===== src/rtl/control_sequencer_if.sv =====
// Sequencer <-> datapath signal bundle: instruction/condition in, bus-driver
// selects, register load enables and memory/ALU controls out.
interface control_sequencer_if;
    logic [31:0] IR;
    logic        con_ff;
    logic [31:0] bus_sel;
    logic [31:0] reg_enable;
    logic [4:0]  ALU_Sel;
    logic        Read;
    logic        Write;
    logic        IncPC;
    logic        Run;
    logic [3:0]  state_out;

    modport master (
        input  IR, con_ff,
        output bus_sel, reg_enable, ALU_Sel, Read, Write, IncPC, Run, state_out
    );

    modport slave (
        output IR, con_ff,
        input  bus_sel, reg_enable, ALU_Sel, Read, Write, IncPC, Run, state_out
    );
endinterface


===== src/rtl/control_sequencer.sv =====
// Moore control sequencer for the single-bus datapath: fetch, decode and
// execute timing steps T0..T7, with a sticky HALT that only clr leaves.
//
// state | meaning
// RST   | reset; outputs idle, Run=1
// T0    | PC -> MAR, request PC increment
// T1    | memory -> MDR
// T2    | MDR -> IR
// T3    | decode; first operand to Y (or PC to Y for br)
// T4    | ALU op into Zlow
// T5    | Zlow -> Ra (ALU/imm) or Zlow -> MAR (ld/st); br settle cycle
// T6    | ld read / st MDR load / br conditional PC load
// T7    | ld MDR -> Ra / st write strobe
// HALT  | stopped, Run=0, waits for clr
module control_sequencer (
    input  logic                      Clock,
    input  logic                      clr,
    control_sequencer_if.master       cs
);

    localparam logic [3:0] S_RST  = 4'd0;
    localparam logic [3:0] S_T0   = 4'd1;
    localparam logic [3:0] S_T1   = 4'd2;
    localparam logic [3:0] S_T2   = 4'd3;
    localparam logic [3:0] S_T3   = 4'd4;
    localparam logic [3:0] S_T4   = 4'd5;
    localparam logic [3:0] S_T5   = 4'd6;
    localparam logic [3:0] S_T6   = 4'd7;
    localparam logic [3:0] S_T7   = 4'd8;
    localparam logic [3:0] S_HALT = 4'd9;

    localparam logic [4:0] OP_LD   = 5'b00000;
    localparam logic [4:0] OP_LDI  = 5'b00001;
    localparam logic [4:0] OP_ST   = 5'b00010;
    localparam logic [4:0] OP_ADD  = 5'b00011;
    localparam logic [4:0] OP_SUB  = 5'b00100;
    localparam logic [4:0] OP_SHR  = 5'b00101;
    localparam logic [4:0] OP_SHL  = 5'b00110;
    localparam logic [4:0] OP_ROR  = 5'b00111;
    localparam logic [4:0] OP_ROL  = 5'b01000;
    localparam logic [4:0] OP_AND  = 5'b01001;
    localparam logic [4:0] OP_OR   = 5'b01010;
    localparam logic [4:0] OP_ADDI = 5'b01011;
    localparam logic [4:0] OP_ANDI = 5'b01100;
    localparam logic [4:0] OP_ORI  = 5'b01101;
    localparam logic [4:0] OP_BR   = 5'b10010;
    localparam logic [4:0] OP_HALT = 5'b11011;

    localparam logic [4:0] ALU_ADD  = 5'd0;
    localparam logic [4:0] ALU_SUB  = 5'd1;
    localparam logic [4:0] ALU_OR   = 5'd2;
    localparam logic [4:0] ALU_AND  = 5'd3;
    localparam logic [4:0] ALU_SHR  = 5'd4;
    localparam logic [4:0] ALU_SHL  = 5'd5;
    localparam logic [4:0] ALU_ROR  = 5'd6;
    localparam logic [4:0] ALU_IDLE = 5'd7;
    localparam logic [4:0] ALU_ROL  = 5'd8;

    localparam logic [4:0] B_ZLOW = 5'd19;
    localparam logic [4:0] B_PC   = 5'd20;
    localparam logic [4:0] B_IR   = 5'd21;
    localparam logic [4:0] B_MDR  = 5'd22;
    localparam logic [4:0] B_MAR  = 5'd23;
    localparam logic [4:0] B_Y    = 5'd24;
    localparam logic [4:0] B_COUT = 5'd25;

    logic [3:0]  state, state_nxt;
    logic [4:0]  opcode;
    logic [4:0]  ra, rb, rc;
    logic        is_alu, is_imm, is_ld, is_st, is_br, is_halt;
    logic [4:0]  alu_code;
    logic [31:0] bus_sel, reg_enable;
    logic [4:0]  alu_sel;
    logic        rd, wr, inc_pc;
    logic        unused_ir;

    function automatic logic [31:0] sel(input logic [4:0] idx);
        return 32'd1 << idx;
    endfunction

    assign opcode    = cs.IR[31:27];
    assign ra        = {1'b0, cs.IR[26:23]};
    assign rb        = {1'b0, cs.IR[22:19]};
    assign rc        = {1'b0, cs.IR[18:15]};
    assign unused_ir = ^cs.IR[14:0];

    assign is_ld   = (opcode == OP_LD);
    assign is_st   = (opcode == OP_ST);
    assign is_br   = (opcode == OP_BR);
    assign is_halt = (opcode == OP_HALT);

    always_comb begin
        is_alu   = 1'b0;
        is_imm   = 1'b0;
        alu_code = ALU_IDLE;
        case (opcode)
            OP_ADD:  begin is_alu = 1'b1; alu_code = ALU_ADD; end
            OP_SUB:  begin is_alu = 1'b1; alu_code = ALU_SUB; end
            OP_SHR:  begin is_alu = 1'b1; alu_code = ALU_SHR; end
            OP_SHL:  begin is_alu = 1'b1; alu_code = ALU_SHL; end
            OP_ROR:  begin is_alu = 1'b1; alu_code = ALU_ROR; end
            OP_ROL:  begin is_alu = 1'b1; alu_code = ALU_ROL; end
            OP_AND:  begin is_alu = 1'b1; alu_code = ALU_AND; end
            OP_OR:   begin is_alu = 1'b1; alu_code = ALU_OR;  end
            OP_ADDI, OP_LDI: begin is_imm = 1'b1; alu_code = ALU_ADD; end
            OP_ANDI: begin is_imm = 1'b1; alu_code = ALU_AND; end
            OP_ORI:  begin is_imm = 1'b1; alu_code = ALU_OR;  end
            default: ;
        endcase
    end

    always_ff @(posedge Clock) begin
        if (clr) state <= S_RST;
        else     state <= state_nxt;
    end

    always_comb begin
        state_nxt = S_RST;
        case (state)
            S_RST:  state_nxt = S_T0;
            S_T0:   state_nxt = S_T1;
            S_T1:   state_nxt = S_T2;
            S_T2:   state_nxt = S_T3;
            S_T3: begin
                if (is_halt)
                    state_nxt = S_HALT;
                else if (is_alu || is_imm || is_ld || is_st || is_br)
                    state_nxt = S_T4;
                else
                    state_nxt = S_T0;
            end
            S_T4:   state_nxt = S_T5;
            S_T5:   state_nxt = (is_ld || is_st || is_br) ? S_T6 : S_T0;
            S_T6:   state_nxt = (is_ld || is_st) ? S_T7 : S_T0;
            S_T7:   state_nxt = S_T0;
            S_HALT: state_nxt = S_HALT;
            default: state_nxt = S_RST;
        endcase
    end

    // con_ff is itself a datapath flip-flop, so the T6 branch decode stays registered.
    always_comb begin
        bus_sel    = '0;
        reg_enable = '0;
        alu_sel    = ALU_IDLE;
        rd         = 1'b0;
        wr         = 1'b0;
        inc_pc     = 1'b0;
        case (state)
            S_T0: begin
                bus_sel    = sel(B_PC);
                reg_enable = sel(B_MAR);
                inc_pc     = 1'b1;
            end
            S_T1: begin
                rd         = 1'b1;
                reg_enable = sel(B_MDR);
            end
            S_T2: begin
                bus_sel    = sel(B_MDR);
                reg_enable = sel(B_IR);
            end
            S_T3: begin
                if (is_alu || is_imm || is_ld || is_st) begin
                    bus_sel    = sel(rb);
                    reg_enable = sel(B_Y);
                end else if (is_br) begin
                    bus_sel    = sel(B_PC);
                    reg_enable = sel(B_Y);
                end
            end
            S_T4: begin
                if (is_alu) begin
                    bus_sel    = sel(rc);
                    alu_sel    = alu_code;
                    reg_enable = sel(B_ZLOW);
                end else if (is_imm) begin
                    bus_sel    = sel(B_COUT);
                    alu_sel    = alu_code;
                    reg_enable = sel(B_ZLOW);
                end else if (is_ld || is_st || is_br) begin
                    bus_sel    = sel(B_COUT);
                    alu_sel    = ALU_ADD;
                    reg_enable = sel(B_ZLOW);
                end
            end
            S_T5: begin
                if (is_alu || is_imm) begin
                    bus_sel    = sel(B_ZLOW);
                    reg_enable = sel(ra);
                end else if (is_ld || is_st) begin
                    bus_sel    = sel(B_ZLOW);
                    reg_enable = sel(B_MAR);
                end
            end
            S_T6: begin
                if (is_ld) begin
                    rd         = 1'b1;
                    reg_enable = sel(B_MDR);
                end else if (is_st) begin
                    bus_sel    = sel(ra);
                    reg_enable = sel(B_MDR);
                end else if (is_br && cs.con_ff) begin
                    bus_sel    = sel(B_ZLOW);
                    reg_enable = sel(B_PC);
                end
            end
            S_T7: begin
                if (is_ld) begin
                    bus_sel    = sel(B_MDR);
                    reg_enable = sel(ra);
                end else if (is_st) begin
                    wr = 1'b1;
                end
            end
            default: ;
        endcase
    end

    assign cs.bus_sel    = bus_sel;
    assign cs.reg_enable = reg_enable;
    assign cs.ALU_Sel    = alu_sel;
    assign cs.Read       = rd;
    assign cs.Write      = wr;
    assign cs.IncPC      = inc_pc;
    assign cs.Run        = (state != S_HALT);
    assign cs.state_out  = state;

endmodule


===== src/flat_wrapper.sv =====
// flat-port wrapper written by rule: the top's interface ports become plain ports
module control_sequencer_flat 
  (Clock, clr, cs_IR, cs_con_ff, cs_bus_sel, cs_reg_enable, cs_ALU_Sel, cs_Read, cs_Write, cs_IncPC, cs_Run, cs_state_out);
  control_sequencer_if cs_i ();
  input  logic Clock;
  input  logic clr;
  input wire logic [$bits(cs_i.IR)-1:0] cs_IR;
  input wire logic [$bits(cs_i.con_ff)-1:0] cs_con_ff;
  output wire logic [$bits(cs_i.bus_sel)-1:0] cs_bus_sel;
  output wire logic [$bits(cs_i.reg_enable)-1:0] cs_reg_enable;
  output wire logic [$bits(cs_i.ALU_Sel)-1:0] cs_ALU_Sel;
  output wire logic [$bits(cs_i.Read)-1:0] cs_Read;
  output wire logic [$bits(cs_i.Write)-1:0] cs_Write;
  output wire logic [$bits(cs_i.IncPC)-1:0] cs_IncPC;
  output wire logic [$bits(cs_i.Run)-1:0] cs_Run;
  output wire logic [$bits(cs_i.state_out)-1:0] cs_state_out;
  assign cs_i.IR = cs_IR;
  assign cs_i.con_ff = cs_con_ff;
  assign cs_bus_sel = cs_i.bus_sel;
  assign cs_reg_enable = cs_i.reg_enable;
  assign cs_ALU_Sel = cs_i.ALU_Sel;
  assign cs_Read = cs_i.Read;
  assign cs_Write = cs_i.Write;
  assign cs_IncPC = cs_i.IncPC;
  assign cs_Run = cs_i.Run;
  assign cs_state_out = cs_i.state_out;
  control_sequencer u_core (.Clock(Clock), .clr(clr), .cs(cs_i));
endmodule

===== config.mk =====
export PLATFORM = sky130hd
export DESIGN_NAME = control_sequencer_flat
export DESIGN_NICKNAME = d
export VERILOG_FILES = /design/src/rtl/control_sequencer_if.sv /design/src/rtl/control_sequencer.sv /design/src/flat_wrapper.sv
export SDC_FILE = /design/constraint.sdc
export NUM_CORES = 1
export LEC_CHECK = 0
export BUFFER_PORTS_ARGS = -buffer_cell sky130_fd_sc_hd__buf_4
export CORE_AREA = 2 2 79 51
export CTS_CLUSTER_DIAMETER = 120
export CTS_CLUSTER_SIZE = 10
export DETAILED_ROUTE_END_ITERATION = 10
export DIE_AREA = 0 0 81 53
export GPL_TIMING_DRIVEN = 0
export PLACE_DENSITY = 0.92
export SKIP_LAST_GASP = 1
export SLEW_MARGIN = 20
export SYNTH_ARGS = -nofsm -noshare
export SYNTH_HDL_FRONTEND = slang
export SYNTH_SLANG_ARGS = --single-unit
export TNS_END_PERCENT = 5

===== constraint.sdc =====
create_clock -name Clock -period 3.65 [get_ports Clock]
set_clock_uncertainty 0.05 [all_clocks]
set_input_delay 0.1825 -clock Clock [delete_from_list [all_inputs] [get_ports Clock]]
set_output_delay 0.1825 -clock Clock [all_outputs]
set_load 0.02 [all_outputs]

==> summary.txt <==
Critical path
  – Launch point of the worst path: u_core.cs.state_out[3]
  – Startpoint Class: flip-flop
  – Crit end category: primary output
  – Delay-heaviest family, CP: buffers and inverters
  – Crit path DAT: 2.12 ns
  – Reg2Reg Depth: 6
  – Slowest-stage cell, CP: clkbuf_1
  – Worst path depth: 7
  – Worst path max stage delay: 0.43 ns
  – CP Class: flip-flop to primary output
  – Critical-path cell list: buf_2 -> nor2b_1 -> and3_1 -> clkbuf_1 -> nand3_1 -> o221ai_1 -> buf_4
  – Crit path max fanout: 10
  – Worst EP required: 3.42 ns
  – R2R Path End: u_core.cs.state_out[3]
  – CP Buf/Inv Count: 3
  – Worst R2R Start: u_core.cs.state_out[3]
  – R2R Setup Slk: 1.89 ns

Synthesis
  – Sequential element share of the synthesized area: 0.05246
  – Number of synthesized flops with an enable pin: 0
  – Post-Syn Area per Cell: 6.551 µm²
  – Ys async rst share: 0
  – Commonest register cell after synthesis: dfxtp_1
  – Cells after synthesis: 233
  – FF+latch count, synth: 4
  – Mapped cell area: 0.001526 mm²
  – Cell variety after synth: 50
  – Post-synth top area cell: buf_4
  – Top-count cell post-synth: buf_4
  – Synth cell count leaders: 24 x buf_4, 22 x nor2_1, 17 x nand3_1
  – Synth warn: 0
  – Synth top area share: 0.1180
  – Synth area leaders: buf_4 12%, o221ai_1 6.9%, nand3_1 5.6%

Detailed routing
  – DR pass1 iterations: 7
  – Via count: 2176
  – Drt total wl: 5636 µm
  – DRT iter0 DRCs: 210
  – Post-route DRC violation count: 0
  – Routed vias/inst: 5.787
  – Remaining antenna violation count: 0
  – Avg WL per Cell: 14.99 µm

Global route
  – Tot GR Track Use: 0.2500
  – First-pass GRT wire length: 8411 µm
  – Number of global-route vias before repair: 1855
  – Total gr overflow: 0
  – Largest net degree at the start of global routing: 11
  – Initial antenna violation count: 0

Outcome
  – Status: complete, no violations

Floorplan
  – Starting Density: 0.4323
  – Die Area: 0.004293 mm²
  – Core area: 0.003531 mm²
  – IO Count: 112
  – Die Wd: 81 µm
  – Row count: 17
  – Chip height: 53 µm

Cells and area
  – Final core occ: 0.6350
  – # diodes: 0
  – Nets: 366
  – Fill cell count: 333
  – Number of flip-flops in the largest register: 4
  – Ratio of cells with drive above 1 in the final layout: 0.3647
  – P&R area growth vs syn: 46.89%

Placement
  – IO Port Bufs: 71
  – GP Congestion: 0.9600
  – Hpwl dp: 4573 µm

Timing
  – # setup viols final: 0
  – Slew HR: 0.3886
  – Fmax: 425.4 MHz
  – Worst hold slack: 0.1545 ns
  – Final min period: 2.351 ns
  – RSZ-0062 raised after global routing: no
  – Tcrit/Tclk final: 0.6440
  – Fin. max-slew vios: 0
  – TNS Setup: 0 ns
  – Final count of hold timing violations: 0
  – Worst-Margin Slew: 0.9087 ns

Power
  – Sequential power share: 0.153
  – Pwr Density: 142.8 mW/mm²
  – Static leakage: 0.0009915 µW
  – VDD IR max: 0.2185 mV
  – Gate power share: 0.557
  – Pint: 183.8 µW
  – Switch share: 0.4261
  – Net Sw Power: 136.5 µW
  – Clock share of power: 0.290
  – Total Power: 320.3 µW

Clock tree
  – Cts bufs inserted: 3
  – Hold-fix buffer count after cts: 0
  – Setup Buffers After CTS: 0
  – Post_cts resized: 0
  – Clock Sinks: 4
  – Bufs on Longest Clock Path: 2
  – Worst-path clk slew: 0.03 ns
  – Root Driver: clkbuf_8
  – Worst-skew pair later-pin latency: 0.22 ns
  – Max H-tree Level: 1
  – TritonCTS clock tree: built

Min path
  – Min-Delay Startpoint: clr
  – WHS Path Cells: 2
  – Worst Hold Endpoint: u_core.cs.state_out[0]
  – Hold/Removal Path Class: input port to flip-flop

Run
  – Max Cap Viol: 0
## cell usage in the layout (no fill, tap or decap), types with 3 or more instances in the layout
cell / count
nor3b_1: 3
and3_1: 3
clkbuf_8: 3
nand4_1: 10
nor3_1: 15
nor4_1: 6
nand2_1: 13
dfxtp_1: 4
buf_4: 95
clkbuf_1: 7
or2_2: 4
nand2b_1: 8
o211ai_1: 3
a21o_1: 4
a21oi_1: 9
and2_1: 3
inv_1: 4
o221ai_1: 12
buf_2: 4
o21ai_0: 9
conb_1: 23
nand3_1: 17
or3_1: 4
nor2_1: 22
nor2b_1: 10
buf_1: 3
## worst register-to-register path, cell delays in order, from the launching register on
cell,delay (ns)
dfxtp_1,0.29
buf_2,0.17
nor2b_1,0.17
and3_1,0.26
clkbuf_1,0.43
nand2_1,0.10
a31oi_1,0.21
## logic make-up (layout without fill, tap and decap cells)
family	after synthesis	in the layout	synth area share
compound gates	50	50	0.2459
xor+xnor	1	1	0.005739
buf+inv	44	118	0.1803
flops	4	4	0.05246
other cells	1	23	0.002457
simple gates	133	133	0.5131
## power groups by stage
| stage | Combinational (µW) | Sequential (µW) | Clock [µW] |
|---|---|---|---|
| floorplan | 118 | 51.6 | 0 |
| global placement | 169 | 49.3 | 0 |
| detailed placement | 174 | 49.6 | 0 |
| CTS | 174 | 49.1 | 96.2 |
| global route | 192 | 49.4 | 101 |
| finish | 178 | 49.1 | 92.9 |
## how the worst max path moves through the flow
| stage | endpoint | slack, ns |
|---|---|---|
| after global routing | cs_bus_sel[14] | 1.17 |
| after global placement | cs_bus_sel[1] | 1.53 |
| after CTS | cs_bus_sel[6] | 1.35 |
| after floorplan | cs_reg_enable[0] | 1.57 |
| final | cs_bus_sel[14] | 1.30 |
| after detailed placement | cs_bus_sel[1] | 1.51 |
## final cells by class
| cell class | count | area, µm² | share of cell area |
|---|---|---|---|
| buffer | 40 | 260.3 | 0.1161 |
| tap | 47 | 58.81 | 0.02623 |
| timing repair buffer | 71 | 533.0 | 0.2377 |
| multi-input combinational | 207 | 1254 | 0.5592 |
| sequential | 4 | 80.08 | 0.03571 |
| inverter | 4 | 15.01 | 0.006696 |
| clock buffer | 3 | 41.29 | 0.01842 |
## per-stage QoR
step	cells	cell area (µm²)	setup WS, ns
final	376	2242	1.299
after global routing	376	2242	1.168
after CTS	376	2242	1.350
after detailed placement	373	2201	1.510
after global placement	373	2201	1.534
after floorplan	255	1609	1.570
## per-layer routing
layer | share of wire | wire (µm) | track usage | up-vias
li1 | - | - | - | 1030
met1 | 0.42 | 2382 | 0.3573 | 991
met2 | 0.45 | 2539 | 0.3760 | 147
met3 | 0.12 | 685 | 0.06997 | 8
met4 | 0.0050 | 28 | 0.03955 | 0
met5 | 0 | 0 | 0 | -
Power figures use the tool's default switching activity.
